## config.mk

```make
export PLATFORM = sky130hd
export DESIGN_NAME = lcd_dbi_receiver_flat
export DESIGN_NICKNAME = d
export VERILOG_FILES = /design/src/rtl/lcd_dbi_pkg.sv /design/src/rtl/lcd_dbi_if.sv /design/src/rtl/lcd_dbi_sync.sv /design/src/rtl/lcd_dbi_receiver.sv /design/src/flat_wrapper.sv
export SDC_FILE = /design/constraint.sdc
export NUM_CORES = 1
export LEC_CHECK = 0
export CORE_UTILIZATION = 55
export DETAILED_ROUTE_END_ITERATION = 8
export GPL_ROUTABILITY_DRIVEN = 0
export PLACE_DENSITY = 0.83
export SYNTH_ARGS = -nofsm -noshare
export SYNTH_HDL_FRONTEND = slang
export SYNTH_SLANG_ARGS = --single-unit
```

## constraint.sdc

```tcl
create_clock -name i_clk -period 3.8 [get_ports i_clk]
set_input_delay 0.57 -clock i_clk [delete_from_list [all_inputs] [get_ports i_clk]]
set_output_delay 0.57 -clock i_clk [all_outputs]
set_load 0.01 [all_outputs]
```

## src/rtl/lcd_dbi_pkg.sv

```systemverilog
// Shared constants, state encoding and bus payload type for the 8080-style LCD DBI receiver.
package lcd_dbi_pkg;

   localparam int unsigned DATA_W = 8;
   localparam int unsigned PIX_W  = 2 * DATA_W;

   localparam logic [DATA_W-1:0] CMD_RAMWR  = 8'h2C;
   localparam logic [DATA_W-1:0] CMD_RAMWRC = 8'h3C;

   typedef enum logic [1:0] {
      S_PARAM  = 2'd0,
      S_PIX_HI = 2'd1,
      S_PIX_LO = 2'd2
   } state_e;

   // One captured bus write: data/command select plus the byte.
   typedef struct packed {
      logic              dcx;
      logic [DATA_W-1:0] data;
   } bus_word_t;

   function automatic logic is_pixel_cmd(input logic [DATA_W-1:0] b);
      return (b == CMD_RAMWR) || (b == CMD_RAMWRC);
   endfunction

endpackage

```

## src/rtl/lcd_dbi_if.sv

```systemverilog
// LCD DBI pin bundle plus the decoded receiver outputs.
interface lcd_dbi_if;
   import lcd_dbi_pkg::*;

   logic              i_lcd_csx;
   logic              i_lcd_dcx;
   logic              i_lcd_wrx;
   logic [DATA_W-1:0] i_lcd_data;
   logic [DATA_W-1:0] o_command;
   logic              o_command_latch;
   logic [DATA_W-1:0] o_param;
   logic              o_param_latch;
   logic [PIX_W-1:0]  o_rgb565;
   logic              o_rgb565_latch;

   modport master (
      output i_lcd_csx, i_lcd_dcx, i_lcd_wrx, i_lcd_data,
      input  o_command, o_command_latch, o_param, o_param_latch, o_rgb565, o_rgb565_latch
   );

   modport slave (
      input  i_lcd_csx, i_lcd_dcx, i_lcd_wrx, i_lcd_data,
      output o_command, o_command_latch, o_param, o_param_latch, o_rgb565, o_rgb565_latch
   );
endinterface

```

## src/rtl/lcd_dbi_sync.sv

```systemverilog
// Synchronizes the LCD pins into i_clk and emits registered write strobe, captured word and CSX-rise.
module lcd_dbi_sync
   import lcd_dbi_pkg::*;
#(
   parameter int unsigned SYNC_STAGES = 2
) (
   input  logic              i_clk,
   input  logic              i_rst_n,
   input  logic              i_lcd_csx,
   input  logic              i_lcd_dcx,
   input  logic              i_lcd_wrx,
   input  logic [DATA_W-1:0] i_lcd_data,
   output logic              o_wr_stb,
   output bus_word_t         o_word,
   output logic              o_csx_rise
);

   localparam int unsigned LAST = SYNC_STAGES - 1;

   logic [SYNC_STAGES-1:0]             csx_q, csx_d;
   logic [SYNC_STAGES-1:0]             wrx_q, wrx_d;
   logic [SYNC_STAGES-1:0]             dcx_q, dcx_d;
   logic [SYNC_STAGES-1:0][DATA_W-1:0] data_q, data_d;
   logic                               wrx_last_q, wrx_last_d;
   logic                               csx_last_q, csx_last_d;
   logic                               wr_stb_q, wr_stb_d;
   bus_word_t                          word_q, word_d;
   logic                               csx_rise_q, csx_rise_d;

   always_comb begin
      csx_d      = {csx_q[SYNC_STAGES-2:0], i_lcd_csx};
      wrx_d      = {wrx_q[SYNC_STAGES-2:0], i_lcd_wrx};
      dcx_d      = {dcx_q[SYNC_STAGES-2:0], i_lcd_dcx};
      data_d     = {data_q[SYNC_STAGES-2:0], i_lcd_data};
      wrx_last_d = wrx_q[LAST];
      csx_last_d = csx_q[LAST];
      // DCX and data come from the same stage as the WRX sample that forms the edge.
      wr_stb_d   = wrx_q[LAST] & ~wrx_last_q & ~csx_q[LAST];
      word_d     = word_q;
      if (wr_stb_d) begin
         word_d = '{dcx: dcx_q[LAST], data: data_q[LAST]};
      end
      csx_rise_d = csx_q[LAST] & ~csx_last_q;
   end

   // Reset preloads the chain to an idle bus so release never fakes an edge.
   always_ff @(posedge i_clk) begin
      if (!i_rst_n) begin
         csx_q      <= '1;
         wrx_q      <= '1;
         dcx_q      <= '0;
         data_q     <= '0;
         wrx_last_q <= 1'b1;
         csx_last_q <= 1'b1;
         wr_stb_q   <= 1'b0;
         word_q     <= '0;
         csx_rise_q <= 1'b0;
      end else begin
         csx_q      <= csx_d;
         wrx_q      <= wrx_d;
         dcx_q      <= dcx_d;
         data_q     <= data_d;
         wrx_last_q <= wrx_last_d;
         csx_last_q <= csx_last_d;
         wr_stb_q   <= wr_stb_d;
         word_q     <= word_d;
         csx_rise_q <= csx_rise_d;
      end
   end

   assign o_wr_stb   = wr_stb_q;
   assign o_word     = word_q;
   assign o_csx_rise = csx_rise_q;

endmodule

```

## src/rtl/lcd_dbi_receiver.sv

```systemverilog
// Decodes synchronized DBI writes into command, parameter and RGB565 pixel outputs.
module lcd_dbi_receiver
   import lcd_dbi_pkg::*;
#(
   parameter int unsigned SYNC_STAGES = 2
) (
   input  logic    i_clk,
   input  logic    i_rst_n,
   lcd_dbi_if.slave bus
);

   logic      wr_stb;
   bus_word_t word;
   logic      csx_rise;

   lcd_dbi_sync #(.SYNC_STAGES(SYNC_STAGES)) u_sync (
      .i_clk      (i_clk),
      .i_rst_n    (i_rst_n),
      .i_lcd_csx  (bus.i_lcd_csx),
      .i_lcd_dcx  (bus.i_lcd_dcx),
      .i_lcd_wrx  (bus.i_lcd_wrx),
      .i_lcd_data (bus.i_lcd_data),
      .o_wr_stb   (wr_stb),
      .o_word     (word),
      .o_csx_rise (csx_rise)
   );

   state_e            state_q, state_d;
   logic [DATA_W-1:0] hi_q, hi_d;
   logic [DATA_W-1:0] command_q, command_d;
   logic [DATA_W-1:0] param_q, param_d;
   logic [PIX_W-1:0]  rgb_q, rgb_d;
   logic              cmd_latch_q, cmd_latch_d;
   logic              par_latch_q, par_latch_d;
   logic              rgb_latch_q, rgb_latch_d;

   always_comb begin
      state_d     = state_q;
      hi_d        = hi_q;
      command_d   = command_q;
      param_d     = param_q;
      rgb_d       = rgb_q;
      cmd_latch_d = 1'b0;
      par_latch_d = 1'b0;
      rgb_latch_d = 1'b0;
      if (wr_stb) begin
         if (!word.dcx) begin
            command_d   = word.data;
            cmd_latch_d = 1'b1;
            state_d     = is_pixel_cmd(word.data) ? S_PIX_HI : S_PARAM;
         end else begin
            unique case (state_q)
               S_PARAM: begin
                  param_d     = word.data;
                  par_latch_d = 1'b1;
               end
               S_PIX_HI: begin
                  hi_d    = word.data;
                  state_d = S_PIX_LO;
               end
               S_PIX_LO: begin
                  rgb_d       = {hi_q, word.data};
                  rgb_latch_d = 1'b1;
                  state_d     = S_PIX_HI;
               end
               default: state_d = S_PARAM;
            endcase
         end
      end else if (csx_rise && (state_q == S_PIX_LO)) begin
         // Deselect drops a half pixel but stays in pixel mode for a RAMWRC resume.
         hi_d    = '0;
         state_d = S_PIX_HI;
      end
   end

   always_ff @(posedge i_clk) begin
      if (!i_rst_n) begin
         state_q     <= S_PARAM;
         hi_q        <= '0;
         command_q   <= '0;
         param_q     <= '0;
         rgb_q       <= '0;
         cmd_latch_q <= 1'b0;
         par_latch_q <= 1'b0;
         rgb_latch_q <= 1'b0;
      end else begin
         state_q     <= state_d;
         hi_q        <= hi_d;
         command_q   <= command_d;
         param_q     <= param_d;
         rgb_q       <= rgb_d;
         cmd_latch_q <= cmd_latch_d;
         par_latch_q <= par_latch_d;
         rgb_latch_q <= rgb_latch_d;
      end
   end

   assign bus.o_command       = command_q;
   assign bus.o_command_latch = cmd_latch_q;
   assign bus.o_param         = param_q;
   assign bus.o_param_latch   = par_latch_q;
   assign bus.o_rgb565        = rgb_q;
   assign bus.o_rgb565_latch  = rgb_latch_q;

endmodule

```

## src/flat_wrapper.sv

```systemverilog
// flat-port wrapper written by rule: the top's interface ports become plain ports
module lcd_dbi_receiver_flat import lcd_dbi_pkg::*;
#(
   parameter int unsigned SYNC_STAGES = 2
)
  (i_clk, i_rst_n, bus_i_lcd_csx, bus_i_lcd_dcx, bus_i_lcd_wrx, bus_i_lcd_data, bus_o_command, bus_o_command_latch, bus_o_param, bus_o_param_latch, bus_o_rgb565, bus_o_rgb565_latch);
  lcd_dbi_if bus_i ();
  input  logic i_clk;
  input  logic i_rst_n;
  input wire logic [$bits(bus_i.i_lcd_csx)-1:0] bus_i_lcd_csx;
  input wire logic [$bits(bus_i.i_lcd_dcx)-1:0] bus_i_lcd_dcx;
  input wire logic [$bits(bus_i.i_lcd_wrx)-1:0] bus_i_lcd_wrx;
  input wire logic [$bits(bus_i.i_lcd_data)-1:0] bus_i_lcd_data;
  output wire logic [$bits(bus_i.o_command)-1:0] bus_o_command;
  output wire logic [$bits(bus_i.o_command_latch)-1:0] bus_o_command_latch;
  output wire logic [$bits(bus_i.o_param)-1:0] bus_o_param;
  output wire logic [$bits(bus_i.o_param_latch)-1:0] bus_o_param_latch;
  output wire logic [$bits(bus_i.o_rgb565)-1:0] bus_o_rgb565;
  output wire logic [$bits(bus_i.o_rgb565_latch)-1:0] bus_o_rgb565_latch;
  assign bus_i.i_lcd_csx = bus_i_lcd_csx;
  assign bus_i.i_lcd_dcx = bus_i_lcd_dcx;
  assign bus_i.i_lcd_wrx = bus_i_lcd_wrx;
  assign bus_i.i_lcd_data = bus_i_lcd_data;
  assign bus_o_command = bus_i.o_command;
  assign bus_o_command_latch = bus_i.o_command_latch;
  assign bus_o_param = bus_i.o_param;
  assign bus_o_param_latch = bus_i.o_param_latch;
  assign bus_o_rgb565 = bus_i.o_rgb565;
  assign bus_o_rgb565_latch = bus_i.o_rgb565_latch;
  lcd_dbi_receiver #(.SYNC_STAGES(SYNC_STAGES)) u_core (.i_clk(i_clk), .i_rst_n(i_rst_n), .bus(bus_i));
endmodule
```

==> results of run 1 <==
## sequential cells by signal, indices dropped and copies added, names as in the netlist, 2 cells and up
register,cells
u_core.u_sync.dcx_q,2
u_core.u_sync.csx_q,2
u_core.u_sync.data_d,8
u_core.u_sync.data_q,8
u_core.bus.o_rgb565,16
u_core.hi_q,8
u_core.bus.o_command,8
u_core.state_q,2
u_core.bus.o_param,8
u_core.u_sync.wrx_q,2
u_core.u_sync.o_word,9
## synthesized netlist by cell type, types with 2 or more instances
library cell  number  share of area, %
dfxtp_1           80                60
nand2_1           57               8.0
a21oi_1           25               4.7
and2_1            20               4.7
nor2_1            15               2.1
mux2i_1            9               3.4
a22o_1             8               2.6
nand3_1            8               1.5
o21ai_0            8               1.5
nand2b_1           7               1.6
clkbuf_1           5              0.70
buf_2              4              0.75
buf_6              4               1.7
buf_1              3              0.42
buf_4              2              0.56
inv_2              2              0.28
## report_power, final
part	switching, uW	total (uW)	internal (uW)	leakage [uW]
logic	16.6	35.7	19.1	0.000436
clock network	304	716	412	0.000121
registers	3.56	853	849	0.000649
total	324	1600	1280	0.00121
## per-stage QoR
stage | hold slack (ps) | std cells | utilization [%] | power (uW) | worst slack (ps)
final | 387 | 374 | 71.5 | 1600 | 1950
after global routing | 397 | 374 | 71.5 | 1660 | 1760
after CTS | 391 | 374 | 71.5 | 1620 | 1930
after detailed placement | 378 | 358 | 66.5 | 908 | 1560
after global placement | 370 | 358 | 66.5 | 907 | 1620
after floorplan | 367 | 274 | - | 893 | 2430
## routing by layer
layer | global-route usage (%) | part of all wire [%] | up-vias
met5 | 0 | 0 | -
met2 | 32.7 | 48 | 56
met1 | 24.3 | 46 | 871
met3 | 6.19 | 4.8 | 10
li1 | - | - | 989
met4 | 8.50 | 1.8 | 0
## worst paths after layout
path | start | endpoint | slack (ps)
max | i_rst_n | u_core.hi_q[6] | 1950
min | u_core.u_sync.csx_last_q | u_core.u_sync.o_csx_rise | 390
max reg2reg | u_core.u_sync.o_wr_stb | u_core.bus.o_rgb565[10] | 2360
min reg2reg | u_core.u_sync.csx_last_q | u_core.u_sync.o_csx_rise | 390
## kinds of logic (layout without fill, tap and decap cells)
family / after synthesis / in the layout / synth area share [%]
buffers and inverters: 22 / 68 / 4.71
multiplexers: 9 / 9 / 3.36
AO/OA/AOI/OAI: 45 / 45 / 10.5
flip-flops: 80 / 80 / 59.7
AND/OR/NAND/NOR: 118 / 118 / 21.7
## layout make-up
class                      instances  area, um2  area share (%)
timing repair buffer              49        485            14.5
clock inverter                     5       86.3            2.57
inverter                           3       11.3           0.335
sequential                        80       1600            47.7
multi-input combinational        172        953            28.4
clock buffer                      11        151            4.51
tap                               54       67.6            2.01
==> results.yml, run 1 <==
outcome:
  status: "finished clean"
floorplanning:
  rows: 25
  die_w_um: 71.8
  core_region_area_um2: 4690
  io_pins: 48
  start_util_pct: 57.1
  die_h_um: 71.8
  dieArea_um2: 5160
clock_network:
  clk_pin_slew_ps: 80
  ctsHoldBuffers: 0
  clock-root-buffer: "clkbuf_8"
  cts_max_path_buffers: 2
  postCtsSetupRepairBufs: 0
  ctsResizeCount: 0
  tritoncts: "done"
  cts-buffers-inserted: 9
  h-tree-depth: 3
  cts_sinks: 80
  clock_latency_ps: 340
logic_synthesis:
  yosysWarnings: 0
  dominantRegCellSynth: "dfxtp_1"
  postSynthCellCount: 274
  ys_ff_latch: 80
  synth-edff-count: 0
  yosysSeqAreaShare_pct: 59.7
  synth-async-reset-ratio_pct: 0
  syn-cell-area_um2: 2680
  yosysUniqueCellTypes: 33
  syn_nets: 287
  avgSynthCellArea_um2: 9.79
power:
  p_leak_uw: 0.00121
  power_density_nw_per_um2: 478
  max-vdd-ir-drop_uv: 344
routing:
  firstDrtPassIters: 4
  via_count: 1926
  wirelength_um: 4750
  vias_per_cell: 5.15
  drt_iter0_drc: 83
  drc: 0
  ant_nets: 0
  post_drt_wl_per_cell_um: 12.7
grt:
  antenna_found_initial: 0
  grt_util_all_layers_pct: 19.9
  grt_pass1_vias: 1716
  grt_first_pass_wirelength_um: 7790
  grt_max_degree: 38
  grt-ovfl-total: 0
finish:
  num-fill-cells: 378
  layout_commonest_cell: "dfxtp_1"
  stdcell_area_um2: 3360
  drive_above_1_share_pct: 7.50
  area_delta_synth_final_pct: 25.2
  final_cell_mix: "dfxtp_1, nand2_1, clkdlybuf4s50_1"
  nets: 328
  diodes: 0
setup_path:
  r2r_cells: 3
  slowest_stage: "clkdlybuf4s50_1"
  critical_path_class: "primary input to flop"
  path_max_fanout: 23
  crit_family: "buffers and inverters"
  cp.arrival_ps: 2140
  crit_required_ps: 4090
  worst_setup_path_end_kind: "flop"
  critPathBufInv: 1
  path_cells: "clkdlybuf4s50_1 > nand4_1 > nor2_1 > a22o_1"
  worstSetupPathDepth: 4
  cpPeakStageDelay_ps: 840
  startpoint_type: "primary input"
place:
  placement.cell_area_um2: 3120
  io_buffers: 47
  hpwl_um: 3070
hold_path:
  holdPathStages: 1
  hp-class: "flop to flop"
sta:
  period_needed_ps: 1850
  finalSetupViolCount: 0
  fmax_mhz: 540
  clock-skew-final_ps: 4.58
  post-route-period-util_pct: 48.8
  fin_tns_setup_ps: 0
  slew_viol_final: 0
  slew_headroom_pct: 60.9
  tightest_slew_ps: 586
  rsz0062_at_grt: "false"
  hold_violations: 0
job:
  cap_viol_max_count: 0
(Power assumes the default switching activity.)
==> run 2, diff against run 1 <==
--- a/config.mk
+++ b/config.mk
@@ -5,10 +5,10 @@
 export SDC_FILE = /design/constraint.sdc
 export NUM_CORES = 1
 export LEC_CHECK = 0
-export CORE_UTILIZATION = 55
+export CORE_UTILIZATION = 51
 export DETAILED_ROUTE_END_ITERATION = 8
 export GPL_ROUTABILITY_DRIVEN = 0
-export PLACE_DENSITY = 0.83
+export PLACE_DENSITY = 0.78
 export SYNTH_ARGS = -nofsm -noshare
 export SYNTH_HDL_FRONTEND = slang
 export SYNTH_SLANG_ARGS = --single-unit
==> constraint.sdc (replaced) <==
create_clock -name i_clk -period 1.8 [get_ports i_clk]
set_input_delay 0.27 -clock i_clk [delete_from_list [all_inputs] [get_ports i_clk]]
set_output_delay 0.27 -clock i_clk [all_outputs]
set_load 0.01 [all_outputs]
==> run 2 against run 1 <==
Net effect:
- flip-flop and latch count unchanged
- clock-buffer cell count up 2
- first-iteration DRC count down 9.6%
- sequential power up 110%
- utilization down 5.8 points
- worst hold slack better by 4.5 ps
- worst setup slack worse by 1600 ps
- register-to-register slack worse by 2000 ps
- largest cell class unchanged
==> results.yml, run 2 (same netlist as run 1, synthesis figures left out) <==
outcome:
  status: "finished clean"
sta:
  tightest_slew_ps: 620
  period_needed_ps: 1500
  post-route-period-util_pct: 83.1
  clock-skew-final_ps: 5.55
  finalSetupViolCount: 0
  fmax_mhz: 668
  hold_violations: 0
  slew_viol_final: 0
  whs_ps: 391
  rsz0062_at_grt: "false"
  slew_headroom_pct: 58.6
  fin_tns_setup_ps: 0
floorplanning:
  start_util_pct: 52.8
  die_w_um: 74.5
  core_region_area_um2: 5070
  io_pins: 48
  rows: 26
  die_h_um: 74.5
  dieArea_um2: 5550
clock_network:
  h-tree-depth: 3
  cts_max_path_buffers: 2
  clock-root-buffer: "clkbuf_8"
  ctsHoldBuffers: 0
  clk_pin_slew_ps: 70
  cts_sinks: 80
  tritoncts: "done"
  ctsResizeCount: 0
  clock_latency_ps: 340
  cts-buffers-inserted: 9
  postCtsSetupRepairBufs: 0
grt:
  gr-max-usage-layer: "met2"
  use_met1_pct: 23.7
  grt_util_all_layers_pct: 19.6
  grt_pass1_vias: 1751
  grt_max_degree: 25
  met2_usage_pct: 31.1
  grt-ovfl-total: 0
  met3_usage_pct: 4.47
  antenna_found_initial: 0
  grt_first_pass_wirelength_um: 7890
place:
  hpwl_um: 3230
  placement.cell_area_um2: 3180
  io_buffers: 47
routing:
  via_count: 1912
  drc: 0
  post_drt_wl_per_cell_um: 12.2
  wirelength_um: 4800
  vias_per_cell: 4.85
  drt_iter0_drc: 75
  firstDrtPassIters: 6
  ant_nets: 0
finish:
  drive_above_1_share_pct: 7.72
  layout_commonest_cell: "dfxtp_1"
  diodes: 0
  nets: 334
  post-route-util_pct: 65.8
  final_cell_mix: "dfxtp_1, nand2_1, clkdlybuf4s50_1"
  largest_register_ffs: 16
  area_delta_synth_final_pct: 24.5
  stdcell_area_um2: 3340
setup_path:
  timing.rr.start: "u_core.u_sync.o_wr_stb"
  startpoint: "u_core.bus.o_param[2]"
  worst_setup_path_end_kind: "output port"
  cp-endpoint: "bus_o_param[2]"
  crit_family: "buffers and inverters"
  startpoint_type: "flop"
  cp.arrival_ps: 1230
  worstSetupPathDepth: 1
  path_cells: "clkdlybuf4s50_1"
  reg2reg_to: "u_core.bus.o_rgb565[8]"
  r2r_cells: 3
  r2r_slack_ps: 390
  slowest_stage: "clkdlybuf4s50_1"
  critical_path_class: "flop to output port"
  critPathBufInv: 1
  crit_required_ps: 1530
  cpPeakStageDelay_ps: 550
  path_max_fanout: 2
hold_path:
  hp-class: "flop to flop"
power:
  fin_total_pwr_uw: 2960
  max-vdd-ir-drop_uv: 591
  power_density_nw_per_um2: 887
  p_leak_uw: 0.00120
job:
  cap_viol_max_count: 0
run 2: cell count changes in the layout (fill, tap and decap cells not counted), sizes merged:
cell,previous run,this run
buf,2,8
bufinv,2,0
clkbuf,11,13
inv,5,3
run 2: final cells by class:
| class | instances | area, um2 |
|---|---|---|
| multi-input cells | 172 | 953 |
| clock inverters | 1 | 5.00 |
| flip-flops and latches | 80 | 1600 |
| inverters | 3 | 11.3 |
| well taps | 70 | 87.6 |
| fillers | 434 | 1740 |
| repair buffers | 55 | 531 |
| clock buffers | 13 | 149 |
run 2: layer usage:
layer  vias up  part of all wire (%)
li1        995                     -
met1       860                    48
met2        45                    46
met3        12                   3.4
met4         0                   3.2
met5         -                     0
run 2: how the worst min path moves through the flow:
stage	from	end	slack [ps]	cells after the start
4_1_cts	u_core.u_sync.csx_last_q	u_core.u_sync.o_csx_rise	390	1
5_1_grt	u_core.u_sync.csx_last_q	u_core.u_sync.o_csx_rise	400	1
3_5_place_dp	u_core.u_sync.csx_last_q	u_core.u_sync.o_csx_rise	380	1
6_report	u_core.u_sync.csx_last_q	u_core.u_sync.o_csx_rise	390	1
3_3_place_gp	u_core.u_sync.csx_last_q	u_core.u_sync.o_csx_rise	370	1
2_1_floorplan	u_core.u_sync.csx_last_q	u_core.u_sync.o_csx_rise	370	1
run 2: metrics by stage:
stage / setup slack, ps / std cells
after detailed placement: 293 / 380
after CTS: 279 / 394
after global placement: 377 / 380
final: 303 / 394
after global routing: 190 / 394
after floorplan: 585 / 274
run 2: where the power goes:
part	internal (uW)	leakage [uW]	switching (uW)
combinational	44.7	0.000466	36.8
clock	523	0.0000794	556
sequential	1790	0.000649	6.64
total	2360	0.00120	599
